### config.mk
export PLATFORM = sky130hd
export DESIGN_NAME = vga_scan_timer
export DESIGN_NICKNAME = d
export VERILOG_FILES = /design/src/rtl/vga_pkg.sv /design/src/rtl/game_timer.sv /design/src/rtl/vga_scan_timer.sv
export SDC_FILE = /design/constraint.sdc
export NUM_CORES = 1
export LEC_CHECK = 0
export BUFFER_PORTS_ARGS = -buffer_cell sky130_fd_sc_hd__buf_2
export CORE_AREA = 10 10 102 104
export DETAILED_ROUTE_END_ITERATION = 8
export DIE_AREA = 0 0 112 114
export GPL_TIMING_DRIVEN = 0
export PLACE_DENSITY = 0.82
export SETUP_SLACK_MARGIN = 0.02
export SYNTH_ARGS = -nofsm -noshare
export SYNTH_HDL_FRONTEND = slang
export SYNTH_SLANG_ARGS = --single-unit
### constraint.sdc
create_clock -name clock -period 5 [get_ports clock]
set_clock_uncertainty 0.15 [all_clocks]
set_input_delay 0.25 -clock clock [delete_from_list [all_inputs] [get_ports clock]]
set_output_delay 0.25 -clock clock [all_outputs]
set_load 0.02 [all_outputs]
### src/rtl/vga_pkg.sv
// Shared VGA geometry for the scan timer and vga_processor, plus the bundle
// of sync levels that travels down the DAC delay line.
package vga_pkg;

  localparam int H_ACTIVE  = 640;
  localparam int H_FP      = 16;
  localparam int H_SYNC    = 96;
  localparam int H_BP      = 48;
  localparam int H_TOTAL   = H_ACTIVE + H_FP + H_SYNC + H_BP;

  localparam int V_ACTIVE  = 480;
  localparam int V_FP      = 10;
  localparam int V_SYNC    = 2;
  localparam int V_BP      = 33;
  localparam int V_TOTAL   = V_ACTIVE + V_FP + V_SYNC + V_BP;

  // First address past the frame buffer; glyph ROM is mapped from here up.
  localparam int FB_PIXELS = H_ACTIVE * V_ACTIVE;
  localparam int ADDR_W    = 19;

  typedef struct packed {
    logic hs_n;
    logic vs_n;
    logic blank_n;
  } dac_sync_t;

  localparam dac_sync_t SYNC_IDLE = '{hs_n: 1'b1, vs_n: 1'b1, blank_n: 1'b0};

endpackage

### src/rtl/game_timer.sv
// Game-time seconds counter: a tick prescaler feeding a saturating seconds count.
// Runs every clock, independent of the pixel enable.
module game_timer #(
  parameter int TICKS_PER_SEC = 50_000_000,
  parameter int MAX_SECONDS   = 5999
) (
  input  logic        clock,
  input  logic        resetn,
  input  logic        run,
  input  logic        clear_time,
  output logic [15:0] seconds
);

  localparam int TICK_W = (TICKS_PER_SEC > 1) ? $clog2(TICKS_PER_SEC) : 1;
  localparam logic [TICK_W-1:0] TICK_LAST = TICK_W'(TICKS_PER_SEC - 1);
  localparam logic [15:0]       SEC_MAX   = 16'(MAX_SECONDS);

  logic [TICK_W-1:0] tick_q, tick_d;
  logic [15:0]       seconds_q, seconds_d;

  always_comb begin
    tick_d    = tick_q;
    seconds_d = seconds_q;
    if (clear_time) begin
      tick_d    = '0;
      seconds_d = '0;
    end else if (run) begin
      if (tick_q == TICK_LAST) begin
        tick_d = '0;
        if (seconds_q != SEC_MAX) seconds_d = seconds_q + 16'd1;
      end else begin
        tick_d = tick_q + TICK_W'(1);
      end
    end
  end

  always_ff @(posedge clock or negedge resetn) begin
    if (!resetn) begin
      tick_q    <= '0;
      seconds_q <= '0;
    end else begin
      tick_q    <= tick_d;
      seconds_q <= seconds_d;
    end
  end

  assign seconds = seconds_q;

endmodule

### src/rtl/vga_scan_timer.sv
// 640x480@60 VGA scan timer: pixel enable, h/v counters, incremental pixel
// address, pipeline-matched sync/blank to the DAC, and the game seconds counter.
module vga_scan_timer #(
  parameter int H_ACTIVE      = vga_pkg::H_ACTIVE,
  parameter int H_FP          = vga_pkg::H_FP,
  parameter int H_SYNC        = vga_pkg::H_SYNC,
  parameter int H_BP          = vga_pkg::H_BP,
  parameter int V_ACTIVE      = vga_pkg::V_ACTIVE,
  parameter int V_FP          = vga_pkg::V_FP,
  parameter int V_SYNC        = vga_pkg::V_SYNC,
  parameter int V_BP          = vga_pkg::V_BP,
  parameter int PIPE_DLY      = 2,
  parameter int TICKS_PER_SEC = 50_000_000,
  parameter int MAX_SECONDS   = 5999
) (
  input  logic        clock,
  input  logic        resetn,
  input  logic        run,
  input  logic        clear_time,
  output logic [18:0] cur_address,
  output logic        active,
  output logic        frame_start,
  output logic        vga_clk,
  output logic        vga_hs,
  output logic        vga_vs,
  output logic        vga_blank_n,
  output logic        vga_sync_n,
  output logic [15:0] seconds
);
  import vga_pkg::*;

  localparam int H_TOT = H_ACTIVE + H_FP + H_SYNC + H_BP;
  localparam int V_TOT = V_ACTIVE + V_FP + V_SYNC + V_BP;
  localparam int HW    = $clog2(H_TOT);
  localparam int VW    = $clog2(V_TOT);
  localparam int DEPTH = (PIPE_DLY > 0) ? PIPE_DLY : 1;

  localparam logic [HW-1:0] H_LAST   = HW'(H_TOT - 1);
  localparam logic [VW-1:0] V_LAST   = VW'(V_TOT - 1);
  localparam logic [HW-1:0] H_VIS    = HW'(H_ACTIVE);
  localparam logic [VW-1:0] V_VIS    = VW'(V_ACTIVE);
  localparam logic [HW-1:0] HS_START = HW'(H_ACTIVE + H_FP);
  localparam logic [HW-1:0] HS_END   = HW'(H_ACTIVE + H_FP + H_SYNC - 1);
  localparam logic [VW-1:0] VS_START = VW'(V_ACTIVE + V_FP);
  localparam logic [VW-1:0] VS_END   = VW'(V_ACTIVE + V_FP + V_SYNC - 1);

  logic              pix_en_q, pix_en_d;
  logic [HW-1:0]     hcnt_q, hcnt_d;
  logic [VW-1:0]     vcnt_q, vcnt_d;
  logic [ADDR_W-1:0] addr_q, addr_d;
  logic              active_q, active_d;
  dac_sync_t         sync_raw;
  dac_sync_t         pipe_q [DEPTH];
  dac_sync_t         pipe_d [DEPTH];

  // NOTE: every variable gets its hold value before any branch, so no path
  // through this block can leave one unassigned and infer a latch.
  always_comb begin
    pix_en_d = ~pix_en_q;
    hcnt_d   = hcnt_q;
    vcnt_d   = vcnt_q;
    addr_d   = addr_q;
    active_d = active_q;
    if (pix_en_q) begin
      if (hcnt_q == H_LAST) begin
        hcnt_d = '0;
        vcnt_d = (vcnt_q == V_LAST) ? '0 : vcnt_q + VW'(1);
      end else begin
        hcnt_d = hcnt_q + HW'(1);
      end
      // active/addr describe the position being entered, so they line up with hcnt/vcnt.
      active_d = (hcnt_d < H_VIS) && (vcnt_d < V_VIS);
      if (hcnt_d == '0 && vcnt_d == '0) addr_d = '0;
      else if (active_d)                addr_d = addr_q + ADDR_W'(1);
    end
  end

  // NOTE: sequential state uses non-blocking assignments so every flop
  // samples the pre-edge values, independent of statement order.
  always_ff @(posedge clock or negedge resetn) begin
    if (!resetn) begin
      pix_en_q <= 1'b0;
      hcnt_q   <= '0;
      vcnt_q   <= '0;
      addr_q   <= '0;
      active_q <= 1'b0;
    end else begin
      pix_en_q <= pix_en_d;
      hcnt_q   <= hcnt_d;
      vcnt_q   <= vcnt_d;
      addr_q   <= addr_d;
      active_q <= active_d;
    end
  end

  always_comb begin
    sync_raw.hs_n    = !((hcnt_q >= HS_START) && (hcnt_q <= HS_END));
    sync_raw.vs_n    = !((vcnt_q >= VS_START) && (vcnt_q <= VS_END));
    sync_raw.blank_n = active_q;
  end

  // Shift register matching the address->index->colour latency downstream.
  always_comb begin
    pipe_d = pipe_q;
    if (pix_en_q) begin
      pipe_d[0] = sync_raw;
      for (int i = 1; i < DEPTH; i++) pipe_d[i] = pipe_q[i-1];
    end
  end

  // NOTE: the delay line is small and feeds the DAC directly, so it is reset
  // stage by stage; idle sync levels must reach the pins straight out of reset.
  always_ff @(posedge clock or negedge resetn) begin
    if (!resetn) begin
      for (int i = 0; i < DEPTH; i++) pipe_q[i] <= SYNC_IDLE;
    end else begin
      pipe_q <= pipe_d;
    end
  end

  game_timer #(
    .TICKS_PER_SEC (TICKS_PER_SEC),
    .MAX_SECONDS   (MAX_SECONDS)
  ) u_game_timer (
    .clock      (clock),
    .resetn     (resetn),
    .run        (run),
    .clear_time (clear_time),
    .seconds    (seconds)
  );

  assign cur_address = active_q ? addr_q : '0;
  assign active      = active_q;
  assign frame_start = pix_en_q && (hcnt_q == '0) && (vcnt_q == '0);
  assign vga_clk     = pix_en_q;
  assign vga_hs      = pipe_q[DEPTH-1].hs_n;
  assign vga_vs      = pipe_q[DEPTH-1].vs_n;
  assign vga_blank_n = pipe_q[DEPTH-1].blank_n;
  assign vga_sync_n  = 1'b0;

endmodule

# --- Word level (Yosys, flattened, before mapping) ---
# Cells that the tools add are included.
word_totals:
  register_bits: 89
  inputBits: 4
  mem_bits_ro: 0
  mem_bits_rw: 0
  mem_count: 0
  latchBits: 0
  word_cells: 62
classes:
  n_reduce_logical: 18
  muxes: 15
  shifts: 0
  n_div: 0
  multipliers: 0
  add_sub_neg: 5
  order_cmp: 6
  n_eq_ne: 4
  bitwise_logic: 1
ops:
  columns: ["op", "count"]
  rows:
  - ["$mux W26", 3]
  - ["$mux W16", 4]
  - ["$mux W19", 3]
  - ["$mux W10", 5]
  - ["$logic_not A10 Y1", 4]
  - ["$add A26 B1 Y26 const B", 1]
  - ["$eq A26 B26 Y1 const B", 1]
  - ["$add A10 B1 Y10 const B", 2]
  - ["$eq A10 B10 Y1 const B", 2]
  - ["$add A19 B1 Y19 const B", 1]
  - ["$add A16 B1 Y16 const B", 1]
  - ["$ne A16 B13 Y1 const B", 1]
  - ["$ge A10 B10 Y1 const B", 1]
  - ["$ge A10 B9 Y1 const B", 1]
  - ["$le A10 B10 Y1 const B", 1]
  - ["$le A10 B9 Y1 const B", 1]
  - ["$lt A10 B10 Y1 const B", 1]
  - ["$lt A10 B9 Y1 const B", 1]
  - ["$reduce_bool A2 Y1", 4]
  - ["$logic_and A1 B1 Y1", 6]
  - ["$reduce_and A3 Y1", 1]
  - ["$logic_not A1 Y1", 2]
  - ["$reduce_and A2 Y1", 1]
  - ["$not A1 Y1", 1]

# --- Logic depth before layout (Yosys ltp) ---
logic_depth:
  ltp_word: 8
  ltp_mapped: 13
  mapped_depth_nobuf: 10

# --- Cells and area by module ---
# A second synthesis with hierarchy kept.
unflattened:
  hier_cells: 593
  hier_area_um2: 5367.6
by_module_without_submodules:
  columns: ["mod", "n_inst", "cells_each", "area_each_um2"]
  rows:
  - ["vga_scan_timer", 1, 355, 3103.0]
  - ["game_timer", 1, 238, 2264.7]

# --- Worst setup path after synthesis ---
# No wires, ideal clock.
synth_path:
  path_type: "reg-to-reg"
  startpoint: "register hcnt_q[0]"
  endpoint: "register addr_q[17]"
  n_path_buf: 3
  setup_time_ns: 0.129
  required_ns: 4.721
  synth_period_minus_slack_ns: 2.841
  path_slack_ns: 2.159
  arrival_ns: 2.562
  path_stages_with_launch: 13
  path_cell_list: "dfrtp_1 -> ha_1 -> and3_1 -> buf_2 -> nand3_2 -> nor3_1 -> mux2_2 -> a21oi_1 -> nand4_1 -> buf_4 -> buf_2 -> a22oi_1 -> o31ai_1"
synth_between:
  elab_chain_cells: 7
  elab_cells_between_ends: 15
  classes_between: "add/sub (1); order compare (2); eq/ne (1); mux (5); reduce/logical (6)"
synth_lines:
  columns: ["element", "line", "rtl"]
  rows:
  - ["start, declared", "vga_scan_timer.sv:48", "logic [HW-1:0] hcnt_q, hcnt_d;"]
  - ["start signal, assigned", "vga_scan_timer.sv:89", "hcnt_q <= hcnt_d;"]
  - ["$add A10 B1 Y10 / $eq A10 B10 Y1 (equally long branches)", "vga_scan_timer.sv:69, vga_scan_timer.sv:65", null]
  - ["$mux W10", "vga_scan_timer.sv:65", "if (hcnt_q == H_LAST) begin"]
  - ["$mux W10", "vga_scan_timer.sv:64", "if (pix_en_q) begin"]
  - ["$lt A10 B10 Y1, or another cell as far along", "vga_scan_timer.sv:72", "active_d = (hcnt_d < H_VIS) && (vcnt_d < V_VIS);"]
  - ["$logic_and A1 B1 Y1, on equally long branches", "vga_scan_timer.sv:72, vga_scan_timer.sv:73", null]
  - ["$reduce_bool A2 Y1 (no source line)", null, null]
  - ["$reduce_and A2 Y1 (no source line)", null, null]
  - ["end signal, assigned", "vga_scan_timer.sv:91", "addr_q <= addr_d;"]
  - ["end, declared", "vga_scan_timer.sv:50", "logic [ADDR_W-1:0] addr_q, addr_d;"]
# Parallel ways exist; a longest one is shown, timed or not. The select of a mux whose other input is x is not followed.
# A chain may end at the register's enable or synchronous reset.

# --- Worst setup path in the final report ---
layout_path:
  startpoint: "register hcnt_q[1]"
  endpoint: "register addr_q[9]"
# Same word-level chain as after synthesis.

==> reports/summary.txt <==
run status: finished clean
n_diodes: 0
gp weighted congestion: 0.913
Syn Area/Cell: 8.84 µm²
gr ovfl total: 0
drt wl/cell: 16.2 µm
dpl ws: 1790 ps
post-route ant nets: 0
die height: 114 µm
CTS tree: yes
Hold Crit Class: primary input to flop
FP Rows: 34
Worst VDD drop: 0.000155 V
Hold Vio Cnt, Final: 0
via/cell ratio: 6.11
r2r setup slk: 1600 ps
crit path max fanout: 10
post-CTS sizing: 0
fin cells: 766
synthesized cell area: 5280 µm²
Worst-Margin Slew: 608 ps
vias in the first global route: 4572
CORE AREA: 8470 µm²
CTS sink count: 89
Final Core Density: 69.7%
Clock power frac: 43.5%
Port-buffer cells: 43
RR Endpoint: addr_q[9]
Inst Count DP: 749
Syn Inst Count: 597
sequential area share after synthesis: 42.3%
Top FF cell, synth: dfrtp_1
most frequent cell after synthesis: dfrtp_1
crit path from: hcnt_q[1]
Die ar.: 12800 µm²
Power Internal: 1.02 mW
Slew Limit Fails: 0
Num CTS Buffers: 9
NetSw: 0.320 mW
final setup vio count: 0
setup tns final: 0 ps
CP endpoint kind: flop
Mapped Nets: 610
Gate power share: 2.7%
Post-synth EDFFs: 0
min Tclk post-route: 3400 ps
Unique masters post-synth: 64
Residual DRC: 0
Root Buffer: clkbuf_8
Final Worst Setup Slack: 1600 ps
Hold Crit Depth: 4
top cells by area, synth: dfrtp_1, nor2_1, and2_1
synth warn: 0
P_leak: 2.64 nW
max-cap viol count: 0
slowest CP cell: nor3_1
WP buf/inv: 3
WP data arrival: 3490 ps
layout cells sized above 1: 14.9%
Post-DP Area: 5660 µm²
worst-case clock buffer depth: 2
starting density of the core: 62.4%
vias: 4684
global-route wire length before repair: 21100 µm
critical path required time: 5090 ps
Setup crit start kind: flop
FILL cells: 666
final instance area: 5900 µm²
worst skew pair latency: 380 ps
Routed WL: 12400 µm
FMAX: 294 MHz
estimated wirelength of the detail-placed design: 8690 µm
Slew HR: 59.5%
Die W: 112 µm
Yosys reg bits: 89
Most Frequent Cell on Critical Path: buf_2
Power Dens Cells: 227 nW/µm²
Hold Path Sink: u_game_timer.tick_q[8]
Ports: 46
Synth top area share: 40.3%
fin crit share: 67.9%
RR Startpoint: hcnt_q[1]
critical hold path startpoint: run
CP Class: flop to flop
DR iter-0 viols: 412
Tot Pwr: 1.34 mW
gr usage total: 19.1%
clock slew at reported path FFs: 100 ps
maximum number of pins on one net before global-route repair: 52
CP top delay family: simple AND/OR/NAND/NOR gates
Pre-antenna DRT Iters: 5
commonest cells in the netlist: dfrtp_1, nor2_1, nand2_1
Worst path depth: 12
biggest area consumer among synthesized cells: dfrtp_1
Reg2Reg Depth: 12
Sequential Power Share: 53.8%
crit path cell chain: ha_1 -> and3_1 -> buf_2 -> nand3_2 -> nor3_1 -> mux2_2 -> a21oi_1 -> nand4_1 -> buf_4 -> buf_2 -> a22oi_1 -> o21ai_0
WHS: 155 ps
H-tree Lvls: 3
setup repair after global routing missed its margin: false
slowest cell delay on critical path: 490 ps
nets@finish: 666
Post-synth ARST share: 100%
antenna violations before repair: 0
switching part of the total power: 23.8%
Layout Area Growth over Synthesis: 11.8%
-- state kept, by name, summed over array words and instances, names as in the netlist, 3 cells and up --
name                  count
u_game_timer.tick_q      26
addr_q                   19
u_game_timer.seconds     16
hcnt_q                   10
vcnt_q                   10
pipe_q                    3
-- cell families after synthesis --
kind of cell / count (synthesis) / share of synthesized area (%)
simple gates: 296 / 30.4
compound gates: 118 / 14.6
flops: 89 / 42.3
buf+inv: 47 / 4.08
xor+xnor: 30 / 4.98
fa+ha+maj: 9 / 2.13
mux: 7 / 1.47
other cells: 1 / 0.0710
-- routing by layer --
layer  share of wire, %  up-vias  track usage, %
met4                2.3        0            8.97
met2                 49      138            32.0
met3                4.2       28            3.31
met5                  0        -               0
li1                   -     2258               -
met1                 44     2260            23.6
-- tightest hold or removal path, cell delays in order --
cell and delay [ps]:
buf_2 150, nand2_1 90, or3_1 100, a21oi_1 50
-- cell type report --
class	count	area [µm²]	share of cell area, %
plain buffers	34	166	2.82
clock buffers	9	124	2.10
clock inverters	7	110	1.87
inverters	13	48.8	0.827
multi-input cells	461	2830	48.0
flip-flops and latches	89	2230	37.8
well taps	108	135	2.29
repair buffers	45	255	4.32
-- cells in the final DEF (no fill, tap or decap), drive strengths merged, types with 2 or more instances in the layout --
cell type / count
o211ai: 5
nor4b: 3
and4: 6
inv: 16
a221o: 4
o311ai: 5
nor2: 61
a31oi: 9
xnor2: 10
nand3: 36
and3: 23
nor2b: 9
mux2: 6
buf: 61
a32o: 2
o31ai: 9
o21ai: 35
a21oi: 29
nand2b: 6
o22a: 2
a22oi: 4
and2: 30
nand2: 50
xor2: 20
nor4: 10
a21o: 2
ha: 9
dfstp: 4
or3: 12
bufinv: 2
dfrtp: 85
or2: 4
nor3b: 4
nor3: 14
nand4: 23
clkbuf: 26
or4: 3
-- power by group through the flow --
stage          combinational, mW  clock [mW]  sequential, mW
6_report                  0.0366       0.584           0.722
3_5_place_dp              0.0369           0           0.736
3_3_place_gp              0.0331           0           0.736
4_1_cts                   0.0377       0.595           0.722
2_1_floorplan             0.0139           0           0.736
5_1_grt                   0.0421       0.626           0.722
-- what timing repair did --
action                    4_1_cts  5_1_grt
buffers inserted                0        0
hold endpoints to repair       38        0
hold buffers                    1        0
-- worst max-delay path by stage --
stage	endpoint
5_1_grt	addr_q[9]
4_1_cts	addr_q[9]
2_1_floorplan	addr_q[17]
6_report	addr_q[9]
3_3_place_gp	addr_q[17]
3_5_place_dp	addr_q[9]
No activity file was read; power rests on OpenSTA's default activity.
